<file path="src/rtl/r22sdf_twiddle_mult.sv">
// Inter-stage twiddle rotator for an R2^2 SDF pipeline.
// Multiplies each streamed sample by W_N^e, where e is derived from a
// free-running sample counter aligned to the upstream stage's output order.
// Three enabled cycles of latency: ROM/input register, products, round+saturate.
module r22sdf_twiddle_mult #(
    parameter int data_resolution    = 16,
    parameter int twiddle_resolution = 16,
    parameter int fft_points         = 16,
    parameter int delay_tick         = 0
) (
    input  logic                              sys_clk,
    input  logic                              sys_nrst,
    input  logic                              sys_en,
    input  logic signed [data_resolution-1:0] din_r,
    input  logic signed [data_resolution-1:0] din_i,
    output logic signed [data_resolution-1:0] dout_r,
    output logic signed [data_resolution-1:0] dout_i,
    output logic                              dout_sof
);

    localparam int DR        = data_resolution;
    localparam int TR        = twiddle_resolution;
    localparam int N         = fft_points;
    localparam int T_W       = $clog2(N);
    localparam int R_W       = T_W - 2;
    localparam int ROM_DEPTH = 3 * N / 4;
    localparam int P_W       = DR + TR;
    localparam int S_W       = P_W + 1;

    // Counter start value so that t==0 lines up with the upstream frame start.
    localparam logic [T_W-1:0] T_RST = T_W'((N - (delay_tick % N)) % N);

    localparam logic signed [S_W-1:0] RND     = S_W'(1) <<< (TR - 3);
    localparam logic signed [S_W-1:0] SAT_MAX = (S_W'(1) <<< (DR - 1)) - S_W'(1);
    localparam logic signed [S_W-1:0] SAT_MIN = -SAT_MAX - S_W'(1);

    // Twiddle coefficient scaled so that unity is 2^(TR-2); symmetric rounding.
    function automatic logic signed [TR-1:0] tw_coef(input int idx, input bit is_sin);
        real ang;
        real v;
        ang = 2.0 * 3.14159265358979323846 * real'(idx) / real'(N);
        v   = is_sin ? -$sin(ang) : $cos(ang);
        v   = v * real'(2 ** (TR - 2));
        if (v >= 0.0) return TR'($rtoi(v + 0.5));
        else          return TR'(-$rtoi(0.5 - v));
    endfunction

    function automatic logic signed [DR-1:0] sat(input logic signed [S_W-1:0] x);
        if (x > SAT_MAX)      return DR'(SAT_MAX);
        else if (x < SAT_MIN) return DR'(SAT_MIN);
        else                  return DR'(x);
    endfunction

    // Elaboration-time twiddle ROM
    logic signed [TR-1:0] rom_cr [ROM_DEPTH];
    logic signed [TR-1:0] rom_ci [ROM_DEPTH];

    for (genvar k = 0; k < ROM_DEPTH; k++) begin : g_rom
        localparam logic signed [TR-1:0] CR = tw_coef(k, 1'b0);
        localparam logic signed [TR-1:0] CI = tw_coef(k, 1'b1);
        assign rom_cr[k] = CR;
        assign rom_ci[k] = CI;
    end

    // Sample counter and exponent
    logic [T_W-1:0] t;
    logic [1:0]     q;
    logic [1:0]     q_rev;
    logic [R_W-1:0] r;
    logic [T_W-1:0] e;

    // Free-running sample index, only sys_en advances it.
    always_ff @(posedge sys_clk or negedge sys_nrst) begin
        if (!sys_nrst)   t <= T_RST;
        else if (sys_en) t <= t + 1'b1;
    end

    // Quadrant is bit-reversed because the radix-2^2 stage emits sub-sequences
    // in bit-reversed quadrant order.
    assign q     = t[T_W-1 -: 2];
    assign q_rev = {q[0], q[1]};
    assign r     = t[R_W-1:0];
    assign e     = T_W'(r) * T_W'(q_rev);

    // Stage 1: input sample and coefficient
    logic signed [DR-1:0] s1_r, s1_i;
    logic signed [TR-1:0] s1_cr, s1_ci;
    logic                 s1_sof;

    // Capture the sample together with the coefficient for its index.
    always_ff @(posedge sys_clk or negedge sys_nrst) begin
        if (!sys_nrst) begin
            s1_r   <= '0;
            s1_i   <= '0;
            s1_cr  <= '0;
            s1_ci  <= '0;
            s1_sof <= 1'b0;
        end else if (sys_en) begin
            s1_r   <= din_r;
            s1_i   <= din_i;
            s1_cr  <= rom_cr[e];
            s1_ci  <= rom_ci[e];
            s1_sof <= (t == '0);
        end
    end

    // Stage 2: full-precision partial products
    logic signed [P_W-1:0] p_rr, p_ii, p_ri, p_ir;
    logic                  s2_sof;

    // Four independent signed multiplies.
    always_ff @(posedge sys_clk or negedge sys_nrst) begin
        if (!sys_nrst) begin
            p_rr   <= '0;
            p_ii   <= '0;
            p_ri   <= '0;
            p_ir   <= '0;
            s2_sof <= 1'b0;
        end else if (sys_en) begin
            p_rr   <= P_W'(s1_r) * P_W'(s1_cr);
            p_ii   <= P_W'(s1_i) * P_W'(s1_ci);
            p_ri   <= P_W'(s1_r) * P_W'(s1_ci);
            p_ir   <= P_W'(s1_i) * P_W'(s1_cr);
            s2_sof <= s1_sof;
        end
    end

    // Stage 3: combine, round half up, saturate
    logic signed [S_W-1:0] sum_r, sum_i, rnd_r, rnd_i;

    assign sum_r = S_W'(p_rr) - S_W'(p_ii);
    assign sum_i = S_W'(p_ri) + S_W'(p_ir);
    assign rnd_r = (sum_r + RND) >>> (TR - 2);
    assign rnd_i = (sum_i + RND) >>> (TR - 2);

    // Output register; unity coefficient passes data through exactly.
    always_ff @(posedge sys_clk or negedge sys_nrst) begin
        if (!sys_nrst) begin
            dout_r   <= '0;
            dout_i   <= '0;
            dout_sof <= 1'b0;
        end else if (sys_en) begin
            dout_r   <= sat(rnd_r);
            dout_i   <= sat(rnd_i);
            dout_sof <= s2_sof;
        end
    end

endmodule

</file>
<file path="config.mk">
export PLATFORM = sky130hd
export DESIGN_NAME = r22sdf_twiddle_mult
export DESIGN_NICKNAME = d
export VERILOG_FILES = /design/src/rtl/r22sdf_twiddle_mult.sv
export SDC_FILE = /design/constraint.sdc
export NUM_CORES = 2
export LEC_CHECK = 0
export BUFFER_PORTS_ARGS = -buffer_cell sky130_fd_sc_hd__buf_2
export CORE_ASPECT_RATIO = 0.75
export CORE_MARGIN = 5
export CORE_UTILIZATION = 35
export DETAILED_ROUTE_END_ITERATION = 8
export PLACE_DENSITY_LB_ADDON = 0.1
export SYNTH_ARGS = -nofsm -noshare
export SYNTH_HDL_FRONTEND = slang
export SYNTH_SLANG_ARGS = --single-unit
</file>
<file path="constraint.sdc">
create_clock -name sys_clk -period 16.6 [get_ports sys_clk]
set_input_delay 0.83 -clock sys_clk [delete_from_list [all_inputs] [get_ports sys_clk]]
set_output_delay 0.83 -clock sys_clk [all_outputs]
set_load 0.02 [all_outputs]
</file>
=== Yosys cells after proc, flatten, opt, wreduce, memory -nomap -nowiden ===
Memories as Yosys holds them, arrays and structs flattened. A register that Yosys moved wholly into a read port is not among the register bits.
Index checks and enable logic that the tools add are counted.

* Output and inout bits: 33
* Bits in registers: 199
* ROM bits: 512
* Input port bits: 35
* Logic and storage cells: 36
* Memories kept: 2

* Reductions and logical operators: 3
* Multipliers: 5
* Order comparisons: 4
* Multiplexer cells: 4
* Add/sub/neg operators: 5
* Bitwise logic cells: 1

{| class="wikitable"
|+ Memory list
! memory !! depth !! width !! read ports !! clocked after memory_dff !! wr ports !! line !! source
|-
| (name not given) || 16 || 16 || 1 || 1 || 0 || 102 || <nowiki>s1_ci <= rom_ci[e];</nowiki>
|-
| (name not given) || 16 || 16 || 1 || 1 || 0 || 101 || <nowiki>s1_cr <= rom_cr[e];</nowiki>
|}

{| class="wikitable"
|+ Operator list
! cell !! count
|-
| $mul A16 B16 Y32 || 4
|-
| $add A33 B15 Y33 const B || 2
|-
| $mux W16 || 4
|-
| $gt A19 B16 Y1 const B || 2
|-
| $lt A19 B16 Y1 const B || 2
|-
| $add A32 B32 Y33 || 1
|-
| $sub A32 B32 Y33 || 1
|-
| $not A4 Y5 || 1
|-
| $add A4 B1 Y4 const B || 1
|-
| $logic_not A4 Y1 || 1
|-
| $mul A2 B2 Y4 || 1
|-
| $logic_not A1 Y1 || 2
|}

=== Longest topological paths before layout ===
* Word-level depth: 5
* Depth in mapped cells: 27
* Gate-level depth less buffers: 26

=== Least setup slack after synthesis ===
OpenSTA, ideal clock, no wires.

* Path type: register to register
* Start point: register s1_cr[12]
* End point: register p_rr[27]
* Cell stages (with the launch flop): 25
* Buffers on the path: 2
* Setup slack: 10.129 ns
* Arrival: 6.347 ns
* Cells stage by stage: dfrtp_1 > clkbuf_1 > clkbuf_1 > nand2_1 > fa_1 > fa_1 > fa_1 > inv_1 > fa_1 > fa_1 > inv_1 > fa_1 > inv_1 > ha_1 > a21o_1 > a21o_1 > a21o_1 > a21oi_1 > o21ai_1 > or3_1 > o221a_2 > a311o_1 > a21oi_1 > xnor2_1 > mux2_2

* Cells in the longest elaborated chain, start to end: 1

{| class="wikitable"
|+ RTL lines
! item !! line !! source
|-
| start, declared || 87 || <nowiki>logic signed [TR-1:0] s1_cr, s1_ci;</nowiki>
|-
| $mul A16 B16 Y32 || 120 || <nowiki>p_rr <= P_W'(s1_r) * P_W'(s1_cr);</nowiki>
|-
| end signal, assigned || 120 ||
|-
| end, declared || 108 || <nowiki>logic signed [P_W-1:0] p_rr, p_ii, p_ri, p_ir;</nowiki>
|}

No other way between the ends.
A chain may end at the register's enable or synchronous reset.

=== Worst setup path in the final report ===
* Start point: register s1_ci[4]
* End point: register p_ri[31]

* Cells in the longest elaborated chain, start to end: 1

{| class="wikitable"
|+ RTL lines
! item !! line !! source
|-
| start, declared || 87 ||
|-
| $mul A16 B16 Y32 || 122 || <nowiki>p_ri <= P_W'(s1_r) * P_W'(s1_ci);</nowiki>
|-
| end signal, assigned || 122 ||
|-
| end, declared || 108 ||
|}

No other way between the ends.

==> run_results.csv <==
group,metric,value,unit
status,run_status,"finished with violations",
status,violations,"max-capacitance violations, max-slew violations",
cells_and_area,multi_input_area,38300,sq um
synth,synthTopCellsByArea,"sky130_fd_sc_hd__fa_1 42%, sky130_fd_sc_hd__ha_1 12%, sky130_fd_sc_hd__dfrtp_1 11%",
timing,timing_max_transition_violations_final,3,
timing,fmax,128,MHz
cells_and_area,layout-drive-gt1-share,6.76,%
clock_tree,cts_buffer_depth,3,
die,ioPinCount,68,
drt,dr.pass1.iters,5,
timing,worstMarginPinSlew,1600,ps
synth,seq_area_frac_synth,11.3,%
cells_and_area,most_frequent_cells_in_the_layout,"1282 x sky130_fd_sc_hd__inv_1, 1046 x sky130_fd_sc_hd__fa_1, 457 x sky130_fd_sc_hd__ha_1",
cells_and_area,commonest_non_fill_non_tap_cell_in_the_layout,"sky130_fd_sc_hd__inv_1",
global_routing,grt_pass1_vias,34400,
die,die_area,149000,sq um
synth,synthesized_instance_count,5088,
synth,yosysTopAreaCell,"sky130_fd_sc_hd__fa_1",
setup_path,r2r_slack,8770,ps
clock_tree,cts.root.buffer_cell,"sky130_fd_sc_hd__clkbuf_16",
timing,final_period_minus_worst_setup_slack,7830,ps
global_routing,grt_max_degree,112,
synth,synth_seq_cells,222,
placed_design,dp.final_hpwl,112000,um
die,coreArea,140000,sq um
timing,final.setup.tns,0,ps
hold_path,min_path_type,"in2async",
die,floorplan.initialDensity,35.2,%
setup_path,setup_crit_end_kind,"register",
drt,avgRoutedWirePerCell,19.5,um
setup_path,timing.critical_path.arrival,8270,ps
cells_and_area,fillers,14400,
cells_and_area,final_nets,6618,
synth,synth-edff-count,0,
setup_path,r2r-end,"p_ri[31]$_DFFE_PN0P_",
timing,report.final.hold_viol_count,0,
synth,synthesis.nets,6626,
synth,synth_top_area_share,42.4,%
clock_tree,numCtsBuffers,34,
placed_design,port_buffers,67,
setup_path,critical_path.max_fanout,17,
die,die_h,335,um
global_routing,global_route_usage_over_all_layers,19.0,%
setup_path,reg2reg_depth,20,
timing,setup_viol,0,
drt,drc,0,
timing,max_slew_margin,-6.63,%
drt,num_vias,33000,
synth,async_reset_ff_share,100,%
setup_path,r2r-start,"s1_ci[4]$_DFFE_PN0P_",
setup_path,worst_path_most_repeated_cell,"sky130_fd_sc_hd__fa_1",
synth,netlist-cell-type-count,86,
drt,drtAntennaViolNets,0,
synth,synth.cell_area,49300,sq um
clock_tree,postCtsResizedCells,0,
global_routing,overflow,0,
synth,ys.flop_type,"sky130_fd_sc_hd__dfrtp_1",
die,placement_row_count,119,
global_routing,grt_first_pass_wirelength,216000,um
clock_tree,post_cts_hold_buffer_count,0,
flow_run,cap_violations,1,
setup_path,critical_path_class,"reg2reg",
timing,finClkSkew,60.6,ps
global_routing,antenna_violations_before_repair,3,
setup_path,critPathMaxStageDelay,830,ps
drt,vias_per_cell,4.73,
clock_tree,worst_skew_pair.late_latency,630,ps
clock_tree,cts_setup_buffers,0,
placed_design,place_area,51800,sq um
cells_and_area,fin_area,53100,sq um
cells_and_area,layout.area.seq,5560,sq um
timing,rsz0062_at_grt,"false",
setup_path,path_cells,"buf_4, nand2_1, fa_1, fa_1, fa_1, fa_1, inv_1, fa_1, fa_1, ha_1, a21o_1, a21oi_1, a2bb2oi_1, o31ai_1, o41ai_1, o21ai_1, or4_1, a31oi_1, xnor2_1, mux2i_1",
placed_design,gp_congestion,0.846,
clock_tree,clock_tree.htree_level_count,2,
die,floorplan.die.width,444,um
drt,detailedRoute.firstIterationViolations,2041,
clock_tree,tritoncts_num_sinks,222,
clock_tree,clock_tree_from_tritoncts,"built",
synth,yosysWarnings,0,
setup_path,cp_slowest_cell,"sky130_fd_sc_hd__dfrtp_1",
setup_path,cp.required,17030,ps
synth,post_synth.cell_area_avg,9.70,sq um
drt,finalWirelength,136000,um
cells_and_area,area.growth.synth_to_final,7.65,%
clock_tree,clkSlewWorstSetupHoldPaths,60,ps
setup_path,startpoint_type,"register",
timing,min_period_over_period,47.2,%
[synthesized netlist by cell type, drive strengths merged, types with 4 or more instances]
cell type / instances
inv: 1283
nor3: 23
mux2: 119
xnor2: 128
o41ai: 7
a31o: 7
or2: 7
mux2i: 8
a21o: 69
a21boi: 4
o2111ai: 4
ha: 457
or3: 11
o31ai: 8
nand2b: 31
nor2: 166
a211oi: 12
fa: 1046
and3: 11
nand4: 9
o22ai: 5
xor2: 38
o21a: 15
a21oi: 155
nor2b: 11
o21ai: 91
and2: 372
nand3b: 6
nand3: 29
o21bai: 24
and4: 5
o22a: 5
buf: 16
a31oi: 14
nand2: 436
o211ai: 16
clkbuf: 160
o221ai: 15
dfrtp: 222
[kinds of logic (layout without fill, tap and decap cells)]
kind of cell	after synthesis	in the layout	synth area share [%]
multiplexers	127	127	2.88
other	0	3	0
flip-flops	222	222	11.3
AO/OA/AOI/OAI	478	478	6.43
AND/OR/NAND/NOR	1132	1132	11.3
buffers and inverters	1460	1476	11.2
XOR/XNOR	166	166	2.95
adder cells (fa/ha/maj)	1503	1503	54.0
[worst max path at each step]
stage | startpoint | end | cells after the start | slack [ps]
5_1_grt | s1_ci[4]$_DFFE_PN0P_ | p_ri[31]$_DFFE_PN0P_ | 25 | 8470
4_1_cts | s1_ci[4]$_DFFE_PN0P_ | p_ri[31]$_DFFE_PN0P_ | 20 | 8900
3_5_place_dp | s1_ci[4]$_DFFE_PN0P_ | p_ri[31]$_DFFE_PN0P_ | 23 | 8980
6_report | s1_ci[4]$_DFFE_PN0P_ | p_ri[31]$_DFFE_PN0P_ | 20 | 8770
2_1_floorplan | s1_cr[12]$_DFFE_PN0P_ | p_rr[27]$_DFFE_PN0P_ | 24 | 10130
3_3_place_gp | s1_ci[4]$_DFFE_PN0P_ | p_ri[31]$_DFFE_PN0P_ | 25 | 9080
[layout make-up]
cell class	count	share of cell area [%]
multi-input cells	3406	72.0
flip-flops and latches	222	10.5
inverters	1284	9.07
well taps	1875	4.42
clock buffers	42	1.71
repair buffers	132	1.61
clock inverters	18	0.650
diodes	3	0.0141
[flip-flops by register name, indices dropped and copies added (netlist names)]
name      count
p_rr         32
dout_r       16
s1_sof        1
s1_i         16
dout_i       16
s2_sof        1
s1_r         16
s1_cr        12
p_ir         32
dout_sof      1
p_ii         32
t             4
p_ri         32
s1_ci        11
[layer usage]
layer	vias up	share of wire (%)	track usage (%)
met5	-	0	0
met2	708	37	24.1
li1	15300	-	-
met1	16900	55	32.0
met3	77	7.0	4.49
met4	0	1.4	2.85
[critical path, delay by kind of cell, from the launching register on]
| family | cells | cell delay [ps] |
|---|---|---|
| AND/OR/NAND/NOR | 2 | 700 |
| XOR/XNOR | 1 | 150 |
| buffers and inverters | 2 | 430 |
| flip-flops | 1 | 830 |
| AO/OA/AOI/OAI | 7 | 2010 |
| multiplexers | 1 | 100 |
| adder cells (fa/ha/maj) | 7 | 3420 |
[through the flow]
stage | hold slack, ps | utilization, % | std cells | setup slack (ps)
after floorplan | 470 | - | 5088 | 10130
after global placement | 474 | 37.0 | 6919 | 9080
after detailed placement | 486 | 37.0 | 6919 | 8980
after CTS | 185 | 37.9 | 6979 | 8900
after global routing | 196 | 37.9 | 6979 | 8470
final | 175 | 37.9 | 6982 | 8770
Power is not shown: default switching activity piles up to over one toggle a cycle in this logic, so the estimate is an artifact.
